$ cat src/rtl/jt12_timer_regs.sv
// CPU-side register front end for the jt12 timers: decodes part-I address/data
// writes, holds timer registers 0x24-0x27, runs the busy counter and the status byte.
module jt12_timer_regs #(
  parameter int unsigned BUSY_CYCLES = 32  // clk_en cycles of busy per data write, 1..63
) (
  input  logic       clk,
  input  logic       rst_n,
  input  logic       clk_en,
  input  logic       cs_n,
  input  logic       wr_n,
  input  logic [1:0] addr,
  input  logic [7:0] din,
  input  logic       flag_A,
  input  logic       flag_B,
  output logic [7:0] dout,
  output logic [9:0] value_A,
  output logic [7:0] value_B,
  output logic       load_A,
  output logic       load_B,
  output logic       enable_irq_A,
  output logic       enable_irq_B,
  output logic       clr_flag_A,
  output logic       clr_flag_B,
  output logic [1:0] ch3_mode
);

  localparam int unsigned CNT_W = 6;
  localparam logic [CNT_W-1:0] BUSY_LOAD = CNT_W'(BUSY_CYCLES);

  localparam logic [7:0] REG_TA_HI = 8'h24;
  localparam logic [7:0] REG_TA_LO = 8'h25;
  localparam logic [7:0] REG_TB    = 8'h26;
  localparam logic [7:0] REG_CTRL  = 8'h27;

  logic             wr_act;
  logic             wr_act_l;
  logic             wr_evt;
  logic             addr_wr;
  logic             data_wr;
  logic             reg_wr;
  logic [7:0]       sel;
  logic             sel_ok;
  logic [CNT_W-1:0] busy_cnt;
  logic             busy;

  // A strobe held over several clocks must count as one write, so only the
  // rising edge of the combined strobe produces an event.
  assign wr_act  = ~cs_n & ~wr_n;
  assign wr_evt  = wr_act & ~wr_act_l;
  assign addr_wr = wr_evt & ~addr[0];
  assign data_wr = wr_evt &  addr[0];
  assign reg_wr  = data_wr & ~addr[1] & sel_ok;
  assign busy    = (busy_cnt != '0);

  // NOTE: sequential state uses non-blocking assignments so every register
  // samples pre-edge values regardless of block ordering.
  always_ff @(posedge clk or negedge rst_n) begin
    if (!rst_n) begin
      wr_act_l <= 1'b0;
    end else begin
      wr_act_l <= wr_act;
    end
  end

  // Part-II addresses are decoded elsewhere; selecting one disarms this block.
  always_ff @(posedge clk or negedge rst_n) begin
    if (!rst_n) begin
      sel    <= 8'h00;
      sel_ok <= 1'b0;
    end else if (addr_wr) begin
      if (!addr[1]) begin
        sel    <= din;
        sel_ok <= 1'b1;
      end else begin
        sel_ok <= 1'b0;
      end
    end
  end

  // NOTE: only a handful of flops here, so every one is reset; this keeps
  // the timer inputs inert until the CPU programs them.
  always_ff @(posedge clk or negedge rst_n) begin
    if (!rst_n) begin
      value_A      <= '0;
      value_B      <= '0;
      load_A       <= 1'b0;
      load_B       <= 1'b0;
      enable_irq_A <= 1'b0;
      enable_irq_B <= 1'b0;
      clr_flag_A   <= 1'b0;
      clr_flag_B   <= 1'b0;
      ch3_mode     <= 2'b00;
    end else begin
      clr_flag_A <= 1'b0;
      clr_flag_B <= 1'b0;
      if (reg_wr) begin
        case (sel)
          REG_TA_HI: value_A[9:2] <= din;
          REG_TA_LO: value_A[1:0] <= din[1:0];
          REG_TB:    value_B      <= din;
          REG_CTRL: begin
            load_A       <= din[0];
            load_B       <= din[1];
            enable_irq_A <= din[2];
            enable_irq_B <= din[3];
            clr_flag_A   <= din[4];
            clr_flag_B   <= din[5];
            ch3_mode     <= din[7:6];
          end
          default: ;
        endcase
      end
    end
  end

  // Any data write restarts busy, even one that changes no register.
  always_ff @(posedge clk or negedge rst_n) begin
    if (!rst_n) begin
      busy_cnt <= '0;
    end else if (data_wr) begin
      busy_cnt <= BUSY_LOAD;
    end else if (clk_en && busy) begin
      busy_cnt <= busy_cnt - 1'b1;
    end
  end

  always_ff @(posedge clk or negedge rst_n) begin
    if (!rst_n) begin
      dout <= 8'h00;
    end else begin
      dout <= {busy, 5'b00000, flag_B, flag_A};
    end
  end

endmodule
$ cat config.mk
export PLATFORM = sky130hd
export DESIGN_NAME = jt12_timer_regs
export DESIGN_NICKNAME = d
export VERILOG_FILES = /design/src/rtl/jt12_timer_regs.sv
export SDC_FILE = /design/constraint.sdc
export NUM_CORES = 1
export LEC_CHECK = 0
export ABC_CLOCK_PERIOD_IN_PS = 1660
export CAP_MARGIN = 20
export CORE_MARGIN = 4
export CORE_UTILIZATION = 55
export CTS_CLUSTER_SIZE = 24
export DETAILED_ROUTE_END_ITERATION = 8
export DONT_BUFFER_PORTS = 1
export GPL_TIMING_DRIVEN = 0
export HOLD_SLACK_MARGIN = 0.02
export PLACE_DENSITY = 0.79
export SYNTH_ARGS = -nofsm -noshare
export SYNTH_HDL_FRONTEND = slang
export SYNTH_SLANG_ARGS = --single-unit
$ cat constraint.sdc
create_clock -name clk -period 1.66 [get_ports clk]
set_input_delay 0.166 -clock clk [delete_from_list [all_inputs] [get_ports clk]]
set_output_delay 0.166 -clock clk [all_outputs]
set_load 0.02 [all_outputs]
==> impl_metrics.env, run 1 <==
export IMPL_critPathLaunchType="register"
export IMPL_core_um2=3363
export IMPL_crit_buf_inv=1
export IMPL_numCtsBuffers=5
export IMPL_cp_cell_sequence="inv_1 > ha_1 > nor2b_2 > or4_1 > a21oi_1"
export IMPL_min_path_type="in -> reg"
export IMPL_synth_edf_count=0
export IMPL_die_w_um=67.23
export IMPL_avgSynthCellArea_um2=14.40
export IMPL_n_fill_cell=258
export IMPL_power_density_nw_per_um2=1053
export IMPL_vias=1153
export IMPL_slew_violations=0
export IMPL_cts_max_level=2
export IMPL_nets=181
export IMPL_vdd_ir_drop_max_uv=638.4
export IMPL_grt_total_usage_pct=17.72
export IMPL_ys_seq_area_share_pct=58.37
export IMPL_critical_path_max_stage_delay_ns=0.52
export IMPL_yosysUniqueCellTypes=35
export IMPL_diodes=0
export IMPL_drive_gt1_share_pct=37.04
export IMPL_post_dp_cell_area_um2=2002
export IMPL_yosysMostFrequentCell="dfrtp_1"
export IMPL_clk_latency_ns=0.35
export IMPL_start_util_pct=57.37
export IMPL_tns_ns=0
export IMPL_post_route_cell_area_um2=2261
export IMPL_dp_hpwl_mm=2.564
export IMPL_drt_iter0_markers=27
export IMPL_worstPathMaxFanout=6
export IMPL_clk_transition_reported_paths_ns=0.12
export IMPL_grtUsageMet2_pct=28.22
export IMPL_grt_pass1_vias=1240
export IMPL_synth_top_area_share_pct=58.37
export IMPL_ys_warn_count=0
export IMPL_finalClockSkew_ns=0.01152
export IMPL_finalSetupViolations=0
export IMPL_grt_overflow=0
export IMPL_busiest_layer="met2"
export IMPL_ant_nets=0
export IMPL_cp_data_required_time_ns=1.94
export IMPL_route_detailed_drc=0
export IMPL_dieArea_um2=4519
export IMPL_multi_input_area_um2=777.0
export IMPL_slew_headroom_pct=55.04
export IMPL_io_buffers=0
export IMPL_hold_viol_final=0
export IMPL_ys_flop_type="dfrtp_1"
export IMPL_crit_type="reg -> reg"
export IMPL_clock_path_buffers=2
export IMPL_antenna_found_initial=0
export IMPL_avgRoutedWirePerCell_um=17.47
export IMPL_syn_inst=134
export IMPL_min_period_over_period_pct=94.94
export IMPL_setup_slack_ns=0.08396
export IMPL_tightest_slew_ns=0.6727
export IMPL_maxCapViolCount=0
export IMPL_num_io_pins=51
export IMPL_globalplace_congestion=0.7791
export IMPL_grt_first_pass_wirelength_mm=5.830
export IMPL_cts_tree="built"
export IMPL_synth_ff_latch_count=45
export IMPL_place_ws_ns=-0.2275
export IMPL_endpoint_kind="register"
export IMPL_critical_path_arrival_ns=1.86
export IMPL_power_w=0.002381
export IMPL_yosys_area_top_type="dfrtp_1"
export IMPL_status="completed"
export IMPL_crit_family="simple AND/OR/NAND/NOR gates"
export IMPL_async_reset_ff_share_pct=100.0
export IMPL_finalWirelength_mm=3.633
export IMPL_clock_fmax_mhz=634.5
export IMPL_clock_sinks=45
export IMPL_area_delta_synth_final_pct=17.19
export IMPL_rsz0062_at_grt="no"
export IMPL_drt_pass1_iterations=4
export IMPL_fp_row_count=21
export IMPL_crit_slowest_cell="or4_1"
export IMPL_synth_top_cells_by_area="dfrtp_1 (58%), mux2_2 (19%), nand4_4 (3.3%)"
export IMPL_vias_per_cell=5.543
export IMPL_die_h_um=67.23
export IMPL_use_met3_pct=4.659
export IMPL_met1_usage_pct=21.76
export IMPL_final_min_clock_period_ns=1.576
export IMPL_synth_top_cells_by_count="dfrtp_1 (45), mux2_2 (32), nor2_1 (6)"
export IMPL_root_buffer="clkbuf_4"
export IMPL_seq_area_um2=1126
export IMPL_grt_start_max_net_pins=46
export IMPL_power_leakage_nw=1.094
export IMPL_syn_area_um2=1929
cell families after synthesis:
kind of cell	Yosys count	synth area share (%)
compound gates	12	4.346
fa+ha+maj	2	1.297
buf+inv	10	3.307
flops	45	58.37
mux	33	19.26
other cells	1	0.1944
simple gates	31	13.23
metal layers:
| metal | wire length [um] | vias up |
|---|---|---|
| li1 | - | 535 |
| met1 | 1489 | 568 |
| met2 | 1810 | 41 |
| met3 | 252 | 9 |
| met4 | 80 | 0 |
| met5 | 0 | - |
where the power goes:
part | total (W) | leakage (nW) | internal (W) | switching (W)
Clock | 0.000528 | 0.0303 | 0.000199 | 0.000329
Combinational | 0.000496 | 0.473 | 0.000242 | 0.000255
Sequential | 0.00136 | 0.590 | 0.00123 | 0.000129
Total | 0.00238 | 1.09 | 0.00167 | 0.000712
worst reg2reg max path: stages, from the launching register on:
cell and delay (ns):
dfrtp_1 0.38, inv_1 0.08, ha_1 0.21, nor2b_2 0.19
or4_1 0.52, a21oi_1 0.14
placed cells by master (no fill, tap or decap), drive strengths merged, types with 2 or more instances in the layout:
cell type / synthesis / final
conb: 1 / 5
mux2: 33 / 33
dfrtp: 45 / 45
nand2: 4 / 4
clkbuf: 0 / 6
ha: 2 / 2
inv: 4 / 4
nor4: 2 / 2
nor2: 6 / 6
dlygate4sd3: 0 / 15
buf: 6 / 8
nand4: 4 / 4
and4b: 2 / 2
a21oi: 4 / 4
or3: 2 / 2
o21ai: 2 / 2
registers in the layout, indices dropped and copies added, names as in the netlist:
name          count
load_B            1
enable_irq_B      1
clr_flag_B        1
load_A            1
enable_irq_A      1
value_A          10
ch3_mode          2
value_B           8
clr_flag_A        1
wr_act_l          1
busy_cnt          6
sel_ok            1
sel               8
dout              3
area by class of cell:
| cell class | instances | share of cell area [%] |
|---|---|---|
| multi-input combinational | 83 | 34.37 |
| inverter | 4 | 0.6641 |
| sequential | 45 | 49.81 |
| timing repair buffer | 17 | 7.858 |
| buffer | 6 | 2.158 |
| tap | 46 | 2.546 |
| clock buffer | 6 | 2.269 |
| clock inverter | 1 | 0.3320 |
metrics by stage:
step / instances / hold slack (ns) / util (%)
floorplan: 138 / -0.1296 / -
global placement: 184 / -0.1286 / 59.52
detailed placement: 184 / -0.1284 / 59.52
CTS: 208 / 0.02903 / 67.00
global route: 208 / 0.03099 / 67.22
finish: 208 / 0.03902 / 67.22
timing repair:
action / 4_1_cts / 5_1_grt
setup buffers: 1 / 0
pin swaps: 1 / 0
hold endpoints to repair: 83 / 0
hold buffers: 16 / 0
gates resized for setup: 3 / 2
endpoints found under the setup margin: 38 / 24
cloned: 0 / 0
worst paths after layout:
path / from / endpoint / depth (start not counted) / slack [ns]
worst min-delay path: cs_n / busy_cnt[4] / 2 / 0.04
worst min register to register: sel[4] / sel[4] / 1 / 0.52
min in group asynchronous: rst_n / value_A[9] / 2 / 0.27
max in group asynchronous: rst_n / busy_cnt[0] / 2 / 1.18
worst max-delay path: busy_cnt[0] / busy_cnt[4] / 5 / 0.08
worst max register to register: busy_cnt[0] / busy_cnt[4] / 5 / 0.08
Note: power is estimated with default switching activity, not from simulation.
==> run 2, diff against run 1 <==
--- a/config.mk
+++ b/config.mk
@@ -15,6 +15,7 @@
 export GPL_TIMING_DRIVEN = 0
 export HOLD_SLACK_MARGIN = 0.02
 export PLACE_DENSITY = 0.79
+export SKIP_CTS_REPAIR_TIMING = 1
 export SYNTH_ARGS = -nofsm -noshare
 export SYNTH_HDL_FRONTEND = slang
 export SYNTH_SLANG_ARGS = --single-unit
==> impl_metrics.env, run 2 (synthesis results as in run 1) <==
export IMPL_status="completed"
export IMPL_dp_hpwl_mm=2.564
export IMPL_die_w_um=67.23
export IMPL_finalClockSkew_ns=0.01617
export IMPL_io_buffers=0
export IMPL_fp_row_count=21
export IMPL_largest_reg_flops=10
export IMPL_antenna_found_initial=0
export IMPL_worstPathMaxFanout=6
export IMPL_diodes=0
export IMPL_numCtsBuffers=5
export IMPL_num_io_pins=51
export IMPL_grt_start_max_net_pins=46
export IMPL_hold_viol_final=0
export IMPL_final_cell_mix="dfrtp_1 (45), mux2_2 (32), dlygate4sd3_1 (15)"
export IMPL_grt_total_usage_pct=16.76
export IMPL_cts_max_level=2
export IMPL_reg_top3="value_A (10), sel (8), value_B (8)"
export IMPL_vdd_ir_drop_max_uv=643.9
export IMPL_finalWirelength_mm=3.648
export IMPL_tns_ns=0
export IMPL_start_util_pct=57.37
export IMPL_endpoint_kind="register"
export IMPL_grt_overflow=0
export IMPL_crit_type="reg -> reg"
export IMPL_core_um2=3363
export IMPL_power_density_nw_per_um2=1051
export IMPL_die_h_um=67.23
export IMPL_critPathLaunchType="register"
export IMPL_cts_tree="built"
export IMPL_hold_slack_ns=0.06617
export IMPL_route_detailed_drc=0
export IMPL_top_register="value_A"
export IMPL_grt_first_pass_wirelength_mm=5.478
export IMPL_power_leakage_nw=1.101
export IMPL_clock_sinks=45
export IMPL_ant_nets=0
export IMPL_cp_startpoint="busy_cnt[0]"
export IMPL_min_period_over_period_pct=94.64
export IMPL_drive_gt1_share_pct=36.81
export IMPL_area_delta_synth_final_pct=17.51
export IMPL_critical_path_arrival_ns=1.85
export IMPL_final_common_cell="dfrtp_1"
export IMPL_finalSetupViolations=0
export IMPL_slew_violations=0
export IMPL_avgRoutedWirePerCell_um=17.45
export IMPL_maxCapViolCount=0
export IMPL_drt_iter0_markers=31
export IMPL_place_ws_ns=-0.2275
export IMPL_globalplace_congestion=0.7791
export IMPL_clk_transition_reported_paths_ns=0.12
export IMPL_root_buffer="clkbuf_4"
export IMPL_drt_pass1_iterations=3
export IMPL_grt_pass1_vias=1148
export IMPL_clock_path_buffers=2
export IMPL_hp_start="clk_en"
export IMPL_final_min_clock_period_ns=1.571
export IMPL_vias_per_cell=5.483
export IMPL_clk_latency_ns=0.36
export IMPL_clock_fmax_mhz=636.5
export IMPL_min_path_type="in -> reg"
export IMPL_rsz0062_at_grt="no"
export IMPL_vias=1146
export IMPL_setup_slack_ns=0.08891
export IMPL_nets=182
export IMPL_dieArea_um2=4519
export IMPL_cp_data_required_time_ns=1.94
export IMPL_r2r_start="busy_cnt[0]"
## run 2: cell types whose count changed in the layout (fill, tap and decap cells not counted)
| cell | previous run | this run |
|---|---|---|
| buf_12 | 1 | 0 |
| buf_16 | 0 | 1 |
| buf_2 | 0 | 1 |
| nor4b_1 | 0 | 1 |
| nor4b_2 | 1 | 0 |
## run 2: final cells by class
type,instances,area [um2]
inverter,4,15.01
tap,46,57.56
fill,260,1096
clock inverter,1,7.507
buffer,6,48.80
clock buffer,6,51.30
multi-input combinational,83,770.7
timing repair buffer,18,190.2
sequential,45,1126
## run 2: critical path, cell delays in order (launching register included)
cell	delay [ns]
dfrtp_1	0.38
inv_1	0.08
ha_1	0.21
nor2b_2	0.19
or4_1	0.52
a21oi_1	0.14
## run 2: worst paths after layout
| kind | end | slack, ns | cells after the start |
|---|---|---|---|
| max | busy_cnt[4] | 0.09 | 5 |
| min | busy_cnt[1] | 0.07 | 3 |
| max reg2reg | busy_cnt[4] | 0.09 | 5 |
| min reg2reg | sel[4] | 0.52 | 1 |
| max in group asynchronous | busy_cnt[5] | 1.14 | 2 |
| min in group asynchronous | sel[3] | 0.31 | 2 |
## run 2: where the power goes
part	switching [W]	total [W]	internal [W]
Combinational	0.000254	0.000498	0.000244
Sequential	0.000129	0.00136	0.00123
Clock	0.000330	0.000529	0.000199
Total	0.000713	0.00238	0.00167
## run 2: metrics by stage
stage	std cells	area (um2)	util (%)	total power, W
after detailed placement	184	2002	59.52	0.001784
after global routing	209	2267	67.41	0.002538
after CTS	191	2061	61.27	0.002315
after global placement	184	2002	59.52	0.001737
after floorplan	138	1944	-	0.001692
final	209	2267	67.41	0.002383
## run 2: per-layer routing
layer | share of wire [%] | vias to the layer above | wire, um | global-route usage, %
met5 | 0 | - | 0 | 0
li1 | - | 538 | - | -
met3 | 6.9 | 9 | 253 | 4.493
met1 | 41 | 558 | 1511 | 21.65
met2 | 49 | 41 | 1802 | 25.15
met4 | 2.2 | 0 | 80 | 10.13
